==> src/rtl/pc_unit.sv <==
// pc_unit: 6502-style program counter with byte/word loads, increment and
// relative branches that fix up PCH in a second cycle on page crossing.
module pc_unit #(
  parameter int DATA_WIDTH = 8,
  parameter logic [2*DATA_WIDTH-1:0] RESET_PC = 16'hFFFC
) (
  input  logic                    clk,
  input  logic                    reset_n,
  input  logic                    hold,
  input  logic                    pc_inc,
  input  logic                    load_lo,
  input  logic                    load_hi,
  input  logic                    load_full,
  input  logic [DATA_WIDTH-1:0]   db_in,
  input  logic [2*DATA_WIDTH-1:0] abus_in,
  input  logic                    branch_take,
  input  logic [DATA_WIDTH-1:0]   branch_off,
  output logic [2*DATA_WIDTH-1:0] pc_out,
  output logic [DATA_WIDTH-1:0]   pcl_out,
  output logic [DATA_WIDTH-1:0]   pch_out,
  output logic                    busy,
  output logic                    page_cross,
  output logic                    wrap
);
  localparam int W = DATA_WIDTH;
  localparam logic [W-1:0] ONE = {{(W-1){1'b0}}, 1'b1};
  localparam logic [2*W-1:0] ONE2 = {{(2*W-1){1'b0}}, 1'b1};
  typedef enum logic {IDLE, FIXUP} state_t;
  state_t state_q, state_d;
  logic [W-1:0] pcl_q, pcl_d, pch_q, pch_d;
  logic dir_q, dir_d, page_cross_q, page_cross_d, wrap_q, wrap_d;
  logic [W:0] br_sum;
  assign br_sum = {1'b0, pcl_q} + {1'b0, branch_off};
  // dir_q=1 means the pending fixup decrements PCH
  always_comb begin
    pcl_d = pcl_q;
    pch_d = pch_q;
    state_d = state_q;
    dir_d = dir_q;
    page_cross_d = 1'b0;
    wrap_d = 1'b0;
    if (!hold) begin
      if (state_q == FIXUP) begin
        pch_d = dir_q ? pch_q - ONE : pch_q + ONE;
        page_cross_d = 1'b1;
        wrap_d = dir_q ? (pch_q == '0) : (&pch_q);
        state_d = IDLE;
      end else if (load_full) begin
        {pch_d, pcl_d} = abus_in;
      end else if (load_lo || load_hi) begin
        pcl_d = load_lo ? db_in : pcl_q;
        pch_d = load_hi ? db_in : pch_q;
      end else if (branch_take) begin
        pcl_d = br_sum[W-1:0];
        dir_d = branch_off[W-1];
        state_d = (branch_off[W-1] ^ br_sum[W]) ? FIXUP : IDLE;
      end else if (pc_inc) begin
        {pch_d, pcl_d} = {pch_q, pcl_q} + ONE2;
        wrap_d = &{pch_q, pcl_q};
      end
    end
  end
  always_ff @(posedge clk) begin
    if (!reset_n) begin
      {pch_q, pcl_q} <= RESET_PC;
      state_q <= IDLE;
      dir_q <= 1'b0;
      page_cross_q <= 1'b0;
      wrap_q <= 1'b0;
    end else begin
      pcl_q <= pcl_d;
      pch_q <= pch_d;
      state_q <= state_d;
      dir_q <= dir_d;
      page_cross_q <= page_cross_d;
      wrap_q <= wrap_d;
    end
  end
  assign pc_out = {pch_q, pcl_q};
  assign pcl_out = pcl_q;
  assign pch_out = pch_q;
  assign busy = (state_q == FIXUP);
  assign page_cross = page_cross_q;
  assign wrap = wrap_q;
endmodule
==> config.mk <==
export PLATFORM = sky130hd
export DESIGN_NAME = pc_unit
export DESIGN_NICKNAME = d
export VERILOG_FILES = /design/src/rtl/pc_unit.sv
export SDC_FILE = /design/constraint.sdc
export NUM_CORES = 1
export LEC_CHECK = 0
export ABC_AREA = 1
export BUFFER_PORTS_ARGS = -buffer_cell sky130_fd_sc_hd__buf_2
export CORE_MARGIN = 3
export CORE_UTILIZATION = 25
export CTS_CLUSTER_SIZE = 12
export DETAILED_ROUTE_END_ITERATION = 10
export GPL_TIMING_DRIVEN = 0
export SYNTH_ARGS = -nofsm -noshare
export SYNTH_HDL_FRONTEND = slang
export SYNTH_SLANG_ARGS = --single-unit
==> constraint.sdc <==
create_clock -name clk -period 5.4 [get_ports clk]
set_input_delay 1.62 -clock clk [delete_from_list [all_inputs] [get_ports clk]]
set_output_delay 1.62 -clock clk [all_outputs]
set_load 0.01 [all_outputs]
## Word-level counts from Yosys, hierarchy flattened

Index checks and enable logic that the tools add are counted.

- Register bits: 20
- Bits in latches: 0
- RAM bits: 0
- Bits in read-only memories: 0
- Output and inout bits: 35
- Logic and storage cells: 53
- Memories kept: 0

- $add $sub $neg: 4
- Multipliers: 0
- Divide/modulo/power cells: 0
- $lt $le $gt $ge: 0
- Eq/ne operators: 3
- Shift-type cells: 0
- Muxes and demuxes: 24
- Bitwise logic cells: 6
- Reduce and logical (&&, ||, !) cells: 10

Operators with widths:

| cell | count |
|---|---|
| 8-bit two-way mux | 12 |
| 16-bit by 1-bit adder with 16-bit output, second input constant | 1 |
| 16-bit AND reduction | 1 |
| 1-bit two-way mux | 12 |
| 8-bit by 8-bit adder with 9-bit output | 1 |
| 8-bit by 1-bit adder with 8-bit output, second input constant | 1 |
| 8-bit zero test | 1 |
| 4-bit AND reduction | 2 |
| 8-bit AND reduction | 1 |
| 4-bit nonzero test | 2 |
| 8-bit by 1-bit subtractor with 8-bit output, second input constant | 1 |
| 1-bit inverter | 5 |
| 5-bit AND reduction | 1 |
| 4-bit by 2-bit != test with 1-bit output, second input constant | 1 |
| 4-bit != test, second input constant | 1 |
| 3-bit != test, second input constant | 1 |
| 2-bit OR reduction | 1 |
| 1-bit logical OR | 1 |
| 1-bit XOR | 1 |

## Depth between registers and ports, before layout

- Depth in word-level cells: 7
- Mapped depth: 14

## Least setup slack after synthesis

No wires, ideal clock.

- Kind: input-to-reg
- Start: input port branch_off[0]
- End: register pcl_q[6] (netlist: pcl_out[6])
- Data arrival time: 2901 ps
- Setup slack: 2384 ps
- Stages: 13
- Path through: ha_1 > inv_1 > fa_1 > inv_1 > nand2_1 > a21oi_1 > nand2_1 > nand3_1 > nand3_1 > nand2_1 > nand2_1 > nand2_1 > nand2_1

- Longest elaborated chain between the ends: 4

RTL lines:

| what | RTL line | source |
|---|---|---|
| start, declared | 17 | `input logic [DATA_WIDTH-1:0] branch_off,` |
| 8-bit by 8-bit adder with 9-bit output | 33 | `assign br_sum = {1'b0, pcl_q} + {1'b0, branch_off};` |
| 8-bit two-way mux | 53 | `end else if (branch_take) begin` |
| 8-bit two-way mux | 50 | `end else if (load_lo \|\| load_hi) begin` |
| 8-bit two-way mux | 48 | `end else if (load_full) begin` |
| end signal, assigned | 71 | `pcl_q <= pcl_d;` |
| end, declared | 30 | `logic [W-1:0] pcl_q, pcl_d, pch_q, pch_d;` |

Every way passes these cells.
A chain may end at the register's enable or synchronous reset.

## Worst setup path after layout

Ends and elaborated chain as after synthesis.

==> results.cfg <==
[final_layout]
syn2layout_area_growth_pct = 23.8
final_area_sq_mm = 0.00302
utilization_pct = 32.3
layout-drive-gt1-share_pct = 25.9
final_net_count = 552
num-fill-cells = 1095
n_antenna_cell = 0

[power_and_ir_drop]
p_total_mw = 0.555
power.leakage_nw = 1.58
irDropWorstVdd_v = 0.0000836
p_per_area_mw_per_mm2 = 184

[timing]
fin_crit_ns = 3.07
period_share_pct = 56.8
relSlewSlack_pct = 62.1
timing.fmax_mhz = 326
finalSetupTns_ns = 0
final_max_slew_viol_count = 0
rsz0062_at_grt = no
setup_viol = 0
skew_ns = 0.00357
max_slew.worst_pin.slew_ns = 0.568
hold_viol_final = 0
whs_ns = 0.630

[cts]
cts_resized = 0
root_buffer = clkbuf_8
cts_sinks = 20
hold_buffers = 0
cts_buffers = 3
cts_setup_buffers = 0
clk_latency_ns = 0.27
cts.path.max_buffers = 2
cts_tree = built
clk_pin_slew_worst_paths_ns = 0.08
h-tree-depth = 1

[route]
drt_iter0_markers = 162
wl_per_cell_microns = 12.9
antenna_left = 0
wl_microns = 8020
routed_via_density = 4.56
first_pass_iters = 5
drc_errors = 0
num_vias = 2841

[placement]
dpl.hpwl_microns = 6450
gp_congestion = 0.959
port_buffers = 73
placed_area_sq_mm = 0.00297

[critical_path]
reg2reg_to = pcl_out[6]
critPathLaunchType = input port
critPathMaxFanout = 4
worstSetupStartpoint = branch_off[0]
cp.arrival_ns = 3.23
cp.required_ns = 5.56
worstSetupPathType = in -> reg
critPathCaptureType = flop
rr_worst_depth = 13
r2r_setup_slack_ns = 3.21
cp-endpoint = pcl_out[6]
worstReg2RegStart = pcl_out[0]

[die]
fp.dieH_microns = 105
core_area_sq_mm = 0.00937
row_count = 35
start_util_pct = 26.1
dieArea_sq_mm = 0.0110
die_w_microns = 105
ios = 75

[run_status]
outcome = completed

[synthesis]
ys_top_cells_by_area = nand2_1 (20%), dfxtp_1 (16%), a21oi_1 (8.6%)
yosysTopAreaCell = nand2_1
synth_top_area_share_pct = 20.4
ys_warn_count = 0
yosysSeqAreaShare_pct = 16.4
avgSynthCellArea_sq_um = 5.86
synthDistinctLibCells = 37
syn-num-nets = 474
synth_seq_cells = 20
synthCells = 417
synth_area_sq_mm = 0.00244

[global_routing]
grt_max_degree = 12
grt_pass1_wl_microns = 13400
grt_use_total_pct = 14.5
overflow = 0
antenna_found_initial = 0
grt_pass1_vias = 2764

[job]
drv_cap = 0

[min_path]
min_path_cells = 2
worstHoldPathType = reg -> reg
[cells in the mapped netlist, drive strengths merged]
cell type / instances
o211ai: 4
o31ai: 1
fa: 2
dfxtp: 20
nand3b: 1
nor4: 1
o21ai: 24
a211oi: 1
clkbuf: 2
nor3: 5
a21oi: 45
xor2: 2
clkinv: 3
nor2: 48
or2: 6
nand2: 137
nand3: 26
nand4: 9
buf: 23
ha: 15
o21a: 2
inv: 39
o21bai: 1
[cell usage in the layout, fill, tap and decap left out, types with 3 or more instances in the layout]
cell type | netlist | layout
nor2_2 | 3 | 3
o21ai_0 | 13 | 13
nand3_1 | 23 | 23
dfxtp_1 | 20 | 20
nand3_2 | 3 | 3
nand2_1 | 133 | 133
nor3_1 | 4 | 4
buf_2 | 6 | 79
o21ai_1 | 11 | 11
o211ai_1 | 4 | 4
buf_4 | 17 | 17
clkbuf_8 | 0 | 4
inv_2 | 4 | 4
nand4_1 | 9 | 9
inv_1 | 35 | 35
or2_2 | 5 | 5
nand2_2 | 3 | 3
a21oi_1 | 42 | 42
nor2_1 | 42 | 42
ha_1 | 15 | 15
[registers in the layout, indices dropped and copies added, names as in the netlist]
register    flops
page_cross      1
pch_out         8
busy            1
pcl_out         8
dir_q           1
wrap            1
[metal layers]
layer / vias up / GRT usage (%) / wire [microns]
met5: - / 0 / 0
met4: 0 / 2.25 / 56
li1: 1509 / - / -
met2: 95 / 22.7 / 3440
met1: 1233 / 20.8 / 3970
met3: 4 / 3.21 / 544
[where the power goes]
| part | total [mW] | leakage (nW) | switching [mW] | internal (mW) |
|---|---|---|---|---|
| combinational | 0.251 | 1.39 | 0.148 | 0.103 |
| clock | 0.120 | 0.0288 | 0.0550 | 0.0651 |
| sequential | 0.184 | 0.165 | 0.0258 | 0.158 |
| total | 0.555 | 1.58 | 0.229 | 0.326 |
[per-stage QoR]
step / worst slack (ns) / cells
3_5_place_dp: 2.05 / 619
3_3_place_gp: 2.06 / 619
4_1_cts: 2.33 / 623
2_1_floorplan: 2.38 / 417
5_1_grt: 2.10 / 623
6_report: 2.33 / 623
[worst max-delay path, stage by stage]
cell,delay (ns)
buf_2,0.08
ha_1,0.15
inv_1,0.05
fa_1,0.36
inv_1,0.08
nand2_1,0.07
a21oi_1,0.29
nand2_1,0.12
nand3_1,0.08
nand3_1,0.09
nand2_1,0.08
nand2_1,0.05
nand2_1,0.06
nand2_1,0.04
[final cells by class]
cell class                      count  area (sq um)  area share, %
Buffer                             25           165           5.46
Clock buffer                        4          55.1           1.82
Inverter                           42           163           5.38
Multi-Input combinational cell    330          1710           56.7
Sequential cell                    20           400           13.2
Tap cell                          129           161           5.34
Timing Repair Buffer               73           365           12.1
[worst min-delay path by stage]
stage | from | to | slack [ns]
final | pcl_out[1] | pcl_out[1] | 0.63
after global routing | pch_out[7] | pch_out[7] | 0.68
after CTS | pcl_out[1] | pcl_out[1] | 0.64
after detailed placement | pcl_out[1] | pcl_out[1] | 0.63
after global placement | pcl_out[1] | pcl_out[1] | 0.62
after floorplan | pcl_out[1] | pcl_out[1] | 0.61
[cell families after synthesis]
kind of cell / Yosys count / share of synthesized area (%)
adders and majority gates: 17 / 9.32
AOI/OAI and AO/OA: 78 / 17.7
xor gates and xnor gates: 2 / 0.717
buffers and inverters: 67 / 13.4
DFF: 20 / 16.4
and+or+nand+nor: 233 / 42.5
No activity file was read; power rests on OpenSTA's default activity.
